File: src/rtl/mem_stage.sv
// rtl/mem_stage.sv - Load/store memory pipeline stage with a single-outstanding bus handshake
module mem_stage #(
  parameter int MISALIGN_CHK = 1
) (
  input  logic        clk,
  input  logic        reset,
  input  logic        lsu_en_mem,
  input  logic        lsu_op_mem,
  input  logic [2:0]  lsu_dtype_mem,
  input  logic [31:0] lsu_addr_mem,
  input  logic [31:0] lsu_wdata_mem,
  input  logic        rd_wr_en_mem,
  input  logic [4:0]  rd_wr_addr_mem,
  input  logic [31:0] rd_wr_data_mem,
  input  logic [31:0] pc_mem,
  input  logic        flush_M,
  input  logic        ready_wb,
  output logic        ready_mem,
  output logic        data_req,
  input  logic        data_gnt,
  output logic [31:0] data_addr,
  output logic        data_we,
  output logic [3:0]  data_be,
  output logic [31:0] data_wdata,
  input  logic        data_rvalid,
  input  logic [31:0] data_rdata,
  output logic        rd_wr_en_wb,
  output logic [4:0]  rd_wr_addr_wb,
  output logic [31:0] rd_wr_data_wb,
  output logic [31:0] pc_wb,
  output logic        misalign_exc
);

  typedef enum logic [1:0] {IDLE, WAIT_GNT, WAIT_RVALID} state_t;
  state_t state, state_nxt;

  logic [1:0]  off_raw, off_eff, off_q;
  logic        mis_raw, misaligned;
  logic [3:0]  be_calc, be_q;
  logic [31:0] wdata_calc, wdata_q, addr_q, pc_q;
  logic [2:0]  dtype_q;
  logic        we_q, rd_en_q, kill_q;
  logic [4:0]  rd_addr_q;
  logic        hold_q, hold_wen_q;
  logic [31:0] hold_data_q;
  logic [31:0] shifted, load_data;
  logic        issue, capture_hold;
  logic        wb_en_nxt;
  logic [4:0]  wb_addr_nxt;
  logic [31:0] wb_data_nxt, wb_pc_nxt;

  assign off_raw    = lsu_addr_mem[1:0];
  assign mis_raw    = ((lsu_dtype_mem[1:0] == 2'b01) && off_raw[0]) ||
                      ((lsu_dtype_mem == 3'b010) && (off_raw != 2'b00));
  assign misaligned = (MISALIGN_CHK != 0) && lsu_en_mem && mis_raw;
  // With checking disabled a misaligned access is issued as if word-aligned.
  assign off_eff    = (mis_raw && (MISALIGN_CHK == 0)) ? 2'b00 : off_raw;

  always_comb begin
    be_calc = 4'b1111;
    case (lsu_dtype_mem[1:0])
      2'b00:   be_calc = 4'b0001 << off_eff;
      2'b01:   be_calc = 4'b0011 << off_eff;
      default: be_calc = 4'b1111;
    endcase
  end

  assign wdata_calc = lsu_wdata_mem << {off_eff, 3'b000};
  assign shifted    = data_rdata >> {off_q, 3'b000};

  always_comb begin
    load_data = shifted;
    case (dtype_q)
      3'b000:  load_data = {{24{shifted[7]}}, shifted[7:0]};
      3'b001:  load_data = {{16{shifted[15]}}, shifted[15:0]};
      3'b100:  load_data = {24'd0, shifted[7:0]};
      3'b101:  load_data = {16'd0, shifted[15:0]};
      default: load_data = shifted;
    endcase
  end

  always_comb begin
    state_nxt    = state;
    data_req     = 1'b0;
    data_addr    = 32'd0;
    data_we      = 1'b0;
    data_be      = 4'd0;
    data_wdata   = 32'd0;
    ready_mem    = 1'b0;
    misalign_exc = 1'b0;
    issue        = 1'b0;
    capture_hold = 1'b0;
    wb_en_nxt    = 1'b0;
    wb_addr_nxt  = rd_wr_addr_mem;
    wb_data_nxt  = rd_wr_data_mem;
    wb_pc_nxt    = pc_mem;
    if (!reset) begin
      case (state)
        IDLE: begin
          if (hold_q) begin
            // A completion parked while WB stalled; EX still presents that instruction.
            ready_mem   = ready_wb;
            wb_en_nxt   = hold_wen_q;
            wb_addr_nxt = rd_addr_q;
            wb_data_nxt = hold_data_q;
            wb_pc_nxt   = pc_q;
          end else if (lsu_en_mem && !flush_M && !misaligned) begin
            issue      = 1'b1;
            data_req   = 1'b1;
            data_addr  = {lsu_addr_mem[31:2], 2'b00};
            data_we    = lsu_op_mem;
            data_be    = be_calc;
            data_wdata = wdata_calc;
            state_nxt  = data_gnt ? WAIT_RVALID : WAIT_GNT;
          end else begin
            ready_mem    = ready_wb;
            misalign_exc = misaligned && !flush_M && ready_wb;
            wb_en_nxt    = rd_wr_en_mem && !flush_M && !misaligned;
          end
        end
        WAIT_GNT: begin
          data_req   = 1'b1;
          data_addr  = addr_q;
          data_we    = we_q;
          data_be    = be_q;
          data_wdata = wdata_q;
          if (data_gnt) state_nxt = WAIT_RVALID;
        end
        WAIT_RVALID: begin
          data_addr  = addr_q;
          data_we    = we_q;
          data_be    = be_q;
          data_wdata = wdata_q;
          if (data_rvalid) begin
            state_nxt   = IDLE;
            wb_en_nxt   = rd_en_q && !we_q && !kill_q && !flush_M;
            wb_addr_nxt = rd_addr_q;
            wb_data_nxt = we_q ? rd_wr_data_mem : load_data;
            wb_pc_nxt   = pc_q;
            if (ready_wb) ready_mem = 1'b1;
            else          capture_hold = 1'b1;
          end
        end
        default: state_nxt = IDLE;
      endcase
    end
  end

  always_ff @(posedge clk) begin
    if (reset) begin
      state         <= IDLE;
      kill_q        <= 1'b0;
      hold_q        <= 1'b0;
      hold_wen_q    <= 1'b0;
      hold_data_q   <= 32'd0;
      addr_q        <= 32'd0;
      we_q          <= 1'b0;
      be_q          <= 4'd0;
      wdata_q       <= 32'd0;
      dtype_q       <= 3'd0;
      off_q         <= 2'd0;
      rd_en_q       <= 1'b0;
      rd_addr_q     <= 5'd0;
      pc_q          <= 32'd0;
      rd_wr_en_wb   <= 1'b0;
      rd_wr_addr_wb <= 5'd0;
      rd_wr_data_wb <= 32'd0;
      pc_wb         <= 32'd0;
    end else begin
      state <= state_nxt;
      if (issue) begin
        addr_q    <= {lsu_addr_mem[31:2], 2'b00};
        we_q      <= lsu_op_mem;
        be_q      <= be_calc;
        wdata_q   <= wdata_calc;
        dtype_q   <= lsu_dtype_mem;
        off_q     <= off_eff;
        rd_en_q   <= rd_wr_en_mem;
        rd_addr_q <= rd_wr_addr_mem;
        pc_q      <= pc_mem;
      end
      if (state_nxt == IDLE)                   kill_q <= 1'b0;
      else if (state != IDLE && flush_M)       kill_q <= 1'b1;
      if (capture_hold) begin
        hold_q      <= 1'b1;
        hold_wen_q  <= wb_en_nxt;
        hold_data_q <= wb_data_nxt;
      end else if (state == IDLE && hold_q && ready_wb) begin
        hold_q <= 1'b0;
      end
      if (ready_mem) begin
        rd_wr_en_wb   <= wb_en_nxt;
        rd_wr_addr_wb <= wb_addr_nxt;
        rd_wr_data_wb <= wb_data_nxt;
        pc_wb         <= wb_pc_nxt;
      end
    end
  end

endmodule

File: config.mk
export PLATFORM = sky130hd
export DESIGN_NAME = mem_stage
export DESIGN_NICKNAME = d
export VERILOG_FILES = /design/src/rtl/mem_stage.sv
export SDC_FILE = /design/constraint.sdc
export NUM_CORES = 1
export LEC_CHECK = 0
export CAP_MARGIN = 25
export CORE_ASPECT_RATIO = 1.5
export CORE_MARGIN = 10
export CORE_UTILIZATION = 40
export CTS_CLUSTER_DIAMETER = 200
export DETAILED_ROUTE_END_ITERATION = 7
export GPL_ROUTABILITY_DRIVEN = 0
export PLACE_DENSITY = 0.73
export SYNTH_ARGS = -nofsm -noshare
export SYNTH_HDL_FRONTEND = slang
export SYNTH_SLANG_ARGS = --single-unit
File: constraint.sdc
create_clock -name clk -period 6.05 [get_ports clk]
set_clock_uncertainty 0.15 [all_clocks]
set_input_delay 1.21 -clock clk [delete_from_list [all_inputs] [get_ports clk]]
set_output_delay 1.21 -clock clk [all_outputs]
set_load 0.05 [all_outputs]
==> flow_metrics.py <==
metrics = {
    "status": {
        "status": "finished clean",
    },
    "floorplan": {
        "die_area_mm2": 0.03271,
        "start_util_pct": 40.84,
        "fp.dieH_um": 216.6,
        "die_w_um": 151.0,
        "ios": 319,
        "core_area_mm2": 0.02523,
        "rows": 71,
    },
    "clock_network": {
        "cts_buffers": 22,
        "cts_resized": 0,
        "htreeDepth": 1,
        "cts_root_buffer": "clkbuf_16",
        "cts_setup_buffers": 0,
        "clk_latency_ps": 510,
        "numClockSinks": 217,
        "hold_buffers": 0,
        "cts_buffer_depth": 3,
        "tritoncts": "done",
        "clkTransAtPathRegs_ps": 60,
    },
    "drt": {
        "drcViolationCount": 0,
        "vias": 10490,
        "dr.max_layer_used": "met4",
        "wl_met3_um": 3866,
        "wl_met1_um": 13460,
        "wl_per_cell_um": 19.65,
        "drt_first_pass_iters": 7,
        "wl_um": 37120,
        "ant_nets": 0,
        "drt_iter0_markers": 752,
        "wl_met2_um": 18490,
        "viasPerCell": 5.555,
    },
    "critical_path": {
        "critPathLaunch": "lsu_dtype_mem[1]",
        "crit_fanout": 92,
        "worstReg2RegStart": "off_q[1]",
        "crit_top_cell": "buf_12",
        "cp_slowest_cell": "clkdlybuf4s50_1",
        "worstPathArrival_ps": 3780,
        "worstSetupPathType": "input pin to output port",
        "end_kind": "output port",
        "max_stage_delay_ps": 640,
        "path_cells": "clkdlybuf4s50_1 -> and3b_1 -> or2_2 -> nor3_2 -> buf_12 -> o211ai_1 -> a21oi_1 -> buf_12",
        "cp-start-kind": "input pin",
        "crit_required_ps": 4690,
    },
    "worst_hold_path": {
        "hp-start": "rd_addr_q[1]",
        "hold_path.class": "flip-flop to flip-flop",
    },
    "timing": {
        "tightest_slew_ps": 1095,
        "finalSetupViolCount": 0,
        "slew_headroom_pct": 26.99,
        "rsz0062_at_grt": "false",
        "drv_slew": 0,
        "fin_tns_setup_ps": 0,
        "finalCriticalPeriod_ps": 5142,
        "period_share_pct": 84.99,
        "fmax_ghz": 0.1945,
        "finalHoldViolCount": 0,
    },
    "logic_synthesis": {
        "synth.area.top_cells": "dfxtp_1 (42%), nand2_1 (11%), a21oi_1 (9.0%), a211oi_1 (8.1%), nor2_1 (4.6%)",
        "synth_top_area_share_pct": 42.16,
        "ys.warnings.count": 0,
        "synthCells": 1303,
        "synth_fa_ha_area_share_pct": 0.4857,
        "synth_area_leader_cell": "dfxtp_1",
        "synthXorXnorAreaFrac_pct": 0,
        "synth_most_common_cell": "nand2_1",
        "synth_compound_area_share_pct": 25.31,
        "synthMuxAreaShare_pct": 5.889,
        "yosys.area_share.simple_pct": 20.55,
        "synth_cell_types": 48,
        "synth_top_family_by_area": "compound AO/OA/AOI/OAI gates",
        "ys_ff_latch": 217,
        "synth_edf_count": 0,
        "ys_seq_area_share_pct": 42.16,
        "async_flop_share_pct": 0,
        "synth_ff_type": "dfxtp_1",
        "synthTopCellsByCount": "nand2_1 (295), dfxtp_1 (217), a21oi_1 (186)",
        "synth.avg_cell_area_um2": 7.908,
        "syn-cell-area_mm2": 0.01030,
    },
    "global_route": {
        "grt_pass1_vias": 9957,
        "antenna_found_initial": 3,
        "grt_pass1_wl_um": 56400,
        "gr-usage-all-layers_pct": 21.31,
        "grt_max_degree": 115,
        "overflow": 0,
    },
    "layout": {
        "area_growth_pct": 45.20,
        "layout.nets": 1724,
        "final_util_pct": 59.30,
        "layout-drive-gt1-share_pct": 10.40,
        "fin_area_mm2": 0.01496,
    },
    "pwr": {
        "p_leak_nw": 5.231,
        "vdd_ir_drop_max_uv": 224.9,
        "finalPower_mw": 3.960,
        "pwr_density_cell_mw_per_mm2": 264.7,
    },
    "placement": {
        "place_area_mm2": 0.01417,
        "numPortBuffers": 316,
        "dp.final_hpwl_um": 26190,
    },
    "job": {
        "max_cap_violations": 0,
    },
}
==> registers in the layout (all words and copies together) (netlist names) <==
signal / flops
rd_wr_en_wb: 1
state: 2
dtype_q: 3
addr_q: 30
hold_wen_q: 1
rd_en_q: 1
wdata_q: 32
rd_wr_data_wb: 32
pc_wb: 32
rd_wr_addr_wb: 5
off_q: 2
hold_data_q: 32
kill_q: 1
hold_q: 1
be_q: 4
we_q: 1
rd_addr_q: 5
pc_q: 32
==> stage by stage <==
step	std cells	setup slack, ps	hold slack, ps
after floorplan	1304	1322	286.0
after global placement	1844	922.3	290.5
after detailed placement	1844	882.0	296.3
after CTS	1882	870.7	304.8
after global routing	1888	783.8	320.6
final	1889	908.2	302.9
==> critical path, delay by kind of cell <==
kind	cells	cell delay [ps]
compound gates	2	500
buf+inv	3	1170
simple gates	3	850
==> cells in the final DEF, fill, tap and decap left out, types with 5 or more instances in the layout <==
| cell type | n |
|---|---|
| nand2_1 | 295 |
| clkdlybuf4s50_1 | 245 |
| dfxtp_1 | 217 |
| a21oi_1 | 186 |
| nor2_1 | 124 |
| a211oi_1 | 111 |
| buf_12 | 68 |
| a22oi_1 | 37 |
| mux2i_1 | 28 |
| nor3_1 | 25 |
| clkbuf_16 | 23 |
| buf_4 | 19 |
| mux2_2 | 17 |
| a222oi_1 | 16 |
| o21ai_0 | 15 |
| nor2b_1 | 13 |
| a22o_1 | 9 |
| inv_1 | 8 |
| o211ai_1 | 8 |
| nor3b_1 | 8 |
| a221o_1 | 8 |
| a21boi_0 | 7 |
| nor4_1 | 6 |
| mux4_2 | 6 |
| clkbuf_8 | 5 |
| clkbuf_1 | 5 |
==> metal layers <==
layer	GRT usage (%)	vias to the layer above
li1	-	5103
met1	23.40	4898
met2	36.62	428
met3	7.216	65
met4	8.430	0
met5	0	-
==> power by group <==
group	leakage (nW)	internal [mW]	switching (mW)
Clock	0.355	0.796	0.560
Combinational	3.10	0.399	0.621
Sequential	1.77	1.53	0.0563
==> path summary, 6_finish.rpt <==
kind | to | slack [ps] | cells past startpoint
setup reg to reg | hold_data_q[27] | 2960 | 6
hold reg to reg | rd_addr_q[1] | 300 | 2
hold / removal | rd_addr_q[1] | 300 | 2
setup / recovery | data_wdata[27] | 910 | 8
==> cell families after synthesis <==
| group | count (synthesis) |
|---|---|
| other | 1 |
| buffers and inverters | 129 |
| flip-flops | 217 |
| AO/OA/AOI/OAI | 403 |
| adder cells (fa/ha/maj) | 4 |
| multiplexers | 51 |
| AND/OR/NAND/NOR | 498 |
==> cell type report <==
| cell class | count | area, um^2 |
|---|---|---|
| repair buffers | 336 | 4038 |
| well taps | 328 | 410.4 |
| inverters | 8 | 30.03 |
| diodes | 4 | 10.01 |
| flip-flops and latches | 217 | 4344 |
| multi-input cells | 958 | 5415 |
| fillers | 2223 | 10270 |
| clock buffers | 33 | 663.1 |
| clock inverters | 5 | 50.05 |
No activity file was read; power rests on OpenSTA's default activity.
